`config.mk`:
```
export PLATFORM = sky130hd
export DESIGN_NAME = memory_arbiter
export DESIGN_NICKNAME = d
export VERILOG_FILES = /design/src/rtl/memory_arbiter.sv
export SDC_FILE = /design/constraint.sdc
export NUM_CORES = 1
export LEC_CHECK = 0
export ABC_AREA = 0
export CORE_AREA = 2 2 117 119
export DETAILED_ROUTE_END_ITERATION = 12
export DIE_AREA = 0 0 119 121
export DONT_BUFFER_PORTS = 1
export MAX_ROUTING_LAYER = met4
export PLACE_DENSITY = 0.63
export SLEW_MARGIN = 20
export SYNTH_ARGS = -nofsm -noshare
export SYNTH_HDL_FRONTEND = slang
export SYNTH_SLANG_ARGS = --single-unit
```
`constraint.sdc`:
```
create_clock -name clockIn -period 15.64 [get_ports clockIn]
set_input_delay 4.692 -clock clockIn [delete_from_list [all_inputs] [get_ports clockIn]]
set_output_delay 4.692 -clock clockIn [all_outputs]
set_load 0.005 [all_outputs]
```
`src/rtl/memory_arbiter.sv`:
```
// N-way arbiter multiplexing upstream load/store requests onto one downstream memory port.
// Each transaction runs IDLE -> ISSUE -> RESPOND; every output is registered.
module memory_arbiter #(
    parameter int WAYS          = 2,
    parameter int ADDRESS_WIDTH = 32,
    parameter int DATA_WIDTH    = 32,
    parameter int ROUND_ROBIN   = 1,
    parameter int TIMEOUT       = 0
) (
    input  logic                                   clockIn,
    input  logic                                   resetIn,
    output logic [ADDRESS_WIDTH-1:0]               addressOut,
    output logic [DATA_WIDTH-1:0]                  valueOut,
    output logic                                   loadOut,
    output logic                                   storeOut,
    input  logic [DATA_WIDTH-1:0]                  valueIn,
    input  logic                                   readyIn,
    input  logic [WAYS-1:0][ADDRESS_WIDTH-1:0]     addressesIn,
    input  logic [WAYS-1:0][DATA_WIDTH-1:0]        valuesOutIn,
    input  logic [WAYS-1:0]                        loadBitsIn,
    input  logic [WAYS-1:0]                        storeBitsIn,
    output logic [WAYS-1:0][DATA_WIDTH-1:0]        valuesInOut,
    output logic [WAYS-1:0]                        readyBitsOut,
    output logic [WAYS-1:0]                        faultBitsOut,
    output logic                                   busyOut
);
    localparam int GW = (WAYS > 1) ? $clog2(WAYS) : 1;
    localparam int CW = (TIMEOUT > 1) ? $clog2(TIMEOUT) : 1;

    typedef enum logic [1:0] {IDLE, ISSUE, RESPOND} state_t;

    state_t          state;
    logic [GW-1:0]   last_grant;
    logic [GW-1:0]   grant;
    logic [GW-1:0]   pick;
    logic [GW-1:0]   cand;
    logic [CW-1:0]   count;
    logic [WAYS-1:0] req;
    logic            any_req;
    logic            found;
    int              idx;

    // Round-robin searches cyclically starting just after the previous winner.
    always_comb begin
        req     = loadBitsIn | storeBitsIn;
        any_req = |req;
        pick    = '0;
        cand    = '0;
        found   = 1'b0;
        idx     = 0;
        if (ROUND_ROBIN != 0) begin
            for (int off = 1; off <= WAYS; off++) begin
                idx = int'(last_grant) + off;
                if (idx >= WAYS) idx = idx - WAYS;
                cand = GW'(idx);
                if (!found && req[cand]) begin
                    found = 1'b1;
                    pick  = cand;
                end
            end
        end else begin
            for (int i = WAYS - 1; i >= 0; i--) begin
                cand = GW'(i);
                if (req[cand]) pick = cand;
            end
        end
    end

    always_ff @(posedge clockIn or posedge resetIn) begin
        if (resetIn) begin
            state        <= IDLE;
            last_grant   <= GW'(WAYS - 1);
            grant        <= '0;
            count        <= '0;
            addressOut   <= '0;
            valueOut     <= '0;
            loadOut      <= 1'b0;
            storeOut     <= 1'b0;
            valuesInOut  <= '0;
            readyBitsOut <= '0;
            faultBitsOut <= '0;
            busyOut      <= 1'b0;
        end else begin
            readyBitsOut <= '0;
            faultBitsOut <= '0;
            case (state)
                IDLE: begin
                    if (any_req) begin
                        grant      <= pick;
                        last_grant <= pick;
                        addressOut <= addressesIn[pick];
                        // Store wins when a way raises both strobes.
                        storeOut   <= storeBitsIn[pick];
                        loadOut    <= loadBitsIn[pick] & ~storeBitsIn[pick];
                        valueOut   <= storeBitsIn[pick] ? valuesOutIn[pick] : '0;
                        count      <= '0;
                        busyOut    <= 1'b1;
                        state      <= ISSUE;
                    end
                end
                ISSUE: begin
                    if (readyIn) begin
                        if (loadOut) valuesInOut[grant] <= valueIn;
                        readyBitsOut[grant] <= 1'b1;
                        addressOut <= '0;
                        valueOut   <= '0;
                        loadOut    <= 1'b0;
                        storeOut   <= 1'b0;
                        state      <= RESPOND;
                    end else if (TIMEOUT > 0 && count == CW'(TIMEOUT - 1)) begin
                        readyBitsOut[grant] <= 1'b1;
                        faultBitsOut[grant] <= 1'b1;
                        addressOut <= '0;
                        valueOut   <= '0;
                        loadOut    <= 1'b0;
                        storeOut   <= 1'b0;
                        state      <= RESPOND;
                    end else begin
                        count <= count + 1'b1;
                    end
                end
                RESPOND: begin
                    busyOut <= 1'b0;
                    state   <= IDLE;
                end
                default: state <= IDLE;
            endcase
        end
    end
endmodule

```
==> metrics.md <==
| Metric | Value |
|---|---|
| Status | `finished clean` |
| Final #Nets | `about 620` |
| Layout area overhead | `12.55%` |
| Leakage power | `approximately 3.0 nW` |
| Final hold violation count | `0` |
| Final instance area | `about 0.0066 mm^2` |
| Die Height | `121 um` |
| Fin Setup TNS | `0 ns` |
| Placed inst area | `a little under 0.006 mm^2` |
| Post-synth EDFFs | `0` |
| Seq/Total Area, Yosys | `58.58%` |
| Count of final max-slew check failures | `0` |
| Largest area contributor in the netlist | `dfrtp_1` |
| Clock sinks | `roughly 140` |
| PwrDens | `around 210 mW/mm^2` |
| Seq cells post-synth | `~140` |
| Hold Buf Count CTS | `0` |
| Ys flop type | `dfrtp_1` |
| Post-CTS Setup Inserts | `0` |
| CP cell instances | `nor4_1 > or3_2 > a311o_4 > o21ai_0` |
| Maximum vdd drop | `around 0.065 mV` |
| Unique masters post-synth | `29` |
| Min Tclk post-route | `between 6 and 7 ns` |
| Full die area | `0.01440 mm^2` |
| Max Freq | `approximately 150 MHz` |
| Fin crit share | `between 40% and 50%` |
| Drt total wl | `12,920 um` |
| Crit path kind | `input pin to flip-flop` |
| CP arrival | `just over 7 ns` |
| Synthesis Warnings | `0` |
| Worst Max-Slew Pin Slew | `roughly 1.0 ns` |
| GP Congestion | `around 0.84` |
| Async set-or-reset flop fraction in the synthesized netlist | `between 90% and 100%` |
| Vias per cell | `~5.5` |
| Final Power | `1.407 mW` |
| Class of the worst hold path | `flip-flop to flip-flop` |
| Initial Util | `about 45%` |
| Layout cells sized above 1 | `around 30%` |
| Worst EP required | `~16 ns` |
| Clock-pin slew on the worst setup and hold paths | `0.06 ns` |
| Antenna viol nets, final | `0` |
| Core box area | `0.01309 mm^2` |
| Cell at the root of the clock tree | `clkbuf_16` |
| Antenna violations before repair | `0` |
| Final setup violation count | `0` |
| Synth top area share | `approximately 58%` |
| Row count | `42` |
| DRC | `0` |
| Synth area leaders | `dfrtp_1 (58%), mux2_2 (12%), mux2i_1 (11%)` |
| Dpl hpwl | `approximately 9400 um` |
| Initial DRC Count | `approximately 150` |
| CP delay by family, top | `simple AND/OR/NAND/NOR gates` |
| Worst setup SP type | `input pin` |
| First-pass GRT wire length | `20,050 um` |
| Gr usage total | `18.83%` |
| Setup skew after layout | `approximately 0.010 ns` |
| RSZ-0062 raised after global routing | `no` |
| Largest net degree at the start of global routing | `85` |
| Die width | `between 100 and 150 um` |
| Synth Cell Area | `approximately 0.0059 mm^2` |
| Avg WL per Cell | `20.32 um` |
| Slew HR | `just over 30%` |
| PortBufs | `0` |
| Max_cap viols | `0` |
| CTS buffer count | `17` |
| Number of global-route vias before repair | `3,758` |
| Gr ovfl total | `0` |
| Avg Inst Size Synth | `~13 um^2` |
| Max stage delay cell, worst path | `or3_2` |
| Maximum clock path buffer count | `2` |
| Hold slack | `~0.52 ns` |
| Slowest stage delay, CP | `approximately 0.9 ns` |
| Fill count | `between 1,000 and 1,500` |
| TritonCTS clock tree | `done` |
| Cells after synthesis | `~460` |
| Crit end category | `flip-flop` |
| Router iterations before antenna repair | `5` |
| Diodes inserted | `0` |
| Highest net fanout along the worst path | `slightly above 70` |
| Post_cts resized | `0` |
| Most numerous cell in the Yosys netlist | `dfrtp_1` |
| Buffers and inverters on the worst path | `0` |
| Post-synth top cells | `dfrtp_1 (136), mux2_2 (64), mux2i_1 (64)` |
| H-tree Lvls | `4` |
| Skew-Pair Late Insertion Delay | `0.41 ns` |
| DR vias | `3,514` |
| Num ports | `approximately 300` |
[layout by cell type, fill, tap and decap left out, drive strengths merged]
cell type  count
nand2         36
and2           1
o21ai         69
a2bb2oi        1
clkinv         2
or3            1
nor4           1
dfstp          1
dfrtp        136
a31oi          1
nand3b         1
o31ai          1
nor3b          1
o31a           1
conb           2
a311o          1
inv            8
bufinv         3
nand3         34
nand2b         1
nor2           2
clkinvlp       3
buf            5
mux2i         64
a21oi          1
clkbuf        19
mux2          64
[worst min-delay path: cells and delay by family (launching register included)]
kind	cells	cell delay, ns
AO/OA/AOI/OAI	1	0.05
flip-flops	1	0.36
AND/OR/NAND/NOR	1	0.07
[path summary, 6_finish.rpt]
path                                    to  depth (start not counted)     startpoint  slack, ns
min in group asynchronous   valuesInOut[5]                          1        resetIn       4.17
min                           valueOut[12]                          2   valueOut[12]       0.52
min reg2reg                   valueOut[12]                          2   valueOut[12]       0.52
max in group asynchronous  valuesInOut[18]                          2        resetIn      10.34
max reg2reg                   valueOut[30]                          3       state[0]      13.13
max                           valueOut[30]                          4  loadBitsIn[1]       8.83
[metrics by stage]
step / worst slack [ns] / instances / utilization [%]
global placement: 8.516 / 605 / 45.61
global route: 8.643 / 636 / 50.35
floorplan: 7.282 / 457 / -
detailed placement: 8.397 / 605 / 45.61
finish: 8.833 / 636 / 50.35
CTS: 8.868 / 636 / 50.33
[layout make-up]
cell class | instances | area, um^2 | share of cell area, %
inverters | 4 | 20.02 | 0.3038
clock inverters | 12 | 163.9 | 2.488
repair buffers | 5 | 41.29 | 0.6267
multi-input cells | 283 | 2261 | 34.31
well taps | 176 | 220.2 | 3.342
flip-flops and latches | 137 | 3430 | 52.05
clock buffers | 19 | 452.9 | 6.874
[layer usage]
metal | share of wire (%) | vias up | global-route usage (%)
li1 | - | 1602 | -
met1 | 36 | 1689 | 19.34
met2 | 51 | 201 | 31.25
met3 | 11 | 22 | 8.271
met4 | 2.1 | 0 | 8.557
met5 | 0 | - | -
[flip-flops by register name (all words and copies together) (netlist names)]
signal        cells
addressOut       32
storeOut          1
valueOut         32
last_grant        1
readyBitsOut      2
busyOut           1
loadOut           1
grant             1
state             2
valuesInOut      64
[where the power goes]
group | internal, mW | total, mW | switching (mW)
logic | 0.162 | 0.343 | 0.180
clock network | 0.261 | 0.411 | 0.151
registers | 0.515 | 0.653 | 0.138
[kinds of logic after synthesis]
logic type,synth area share [%]
muxes,23.25
DFF,58.58
and+or+nand+nor,6.113
other,0.06405
buffers and inverters,3.270
AOI/OAI and AO/OA,8.720
(Power assumes the default switching activity.)
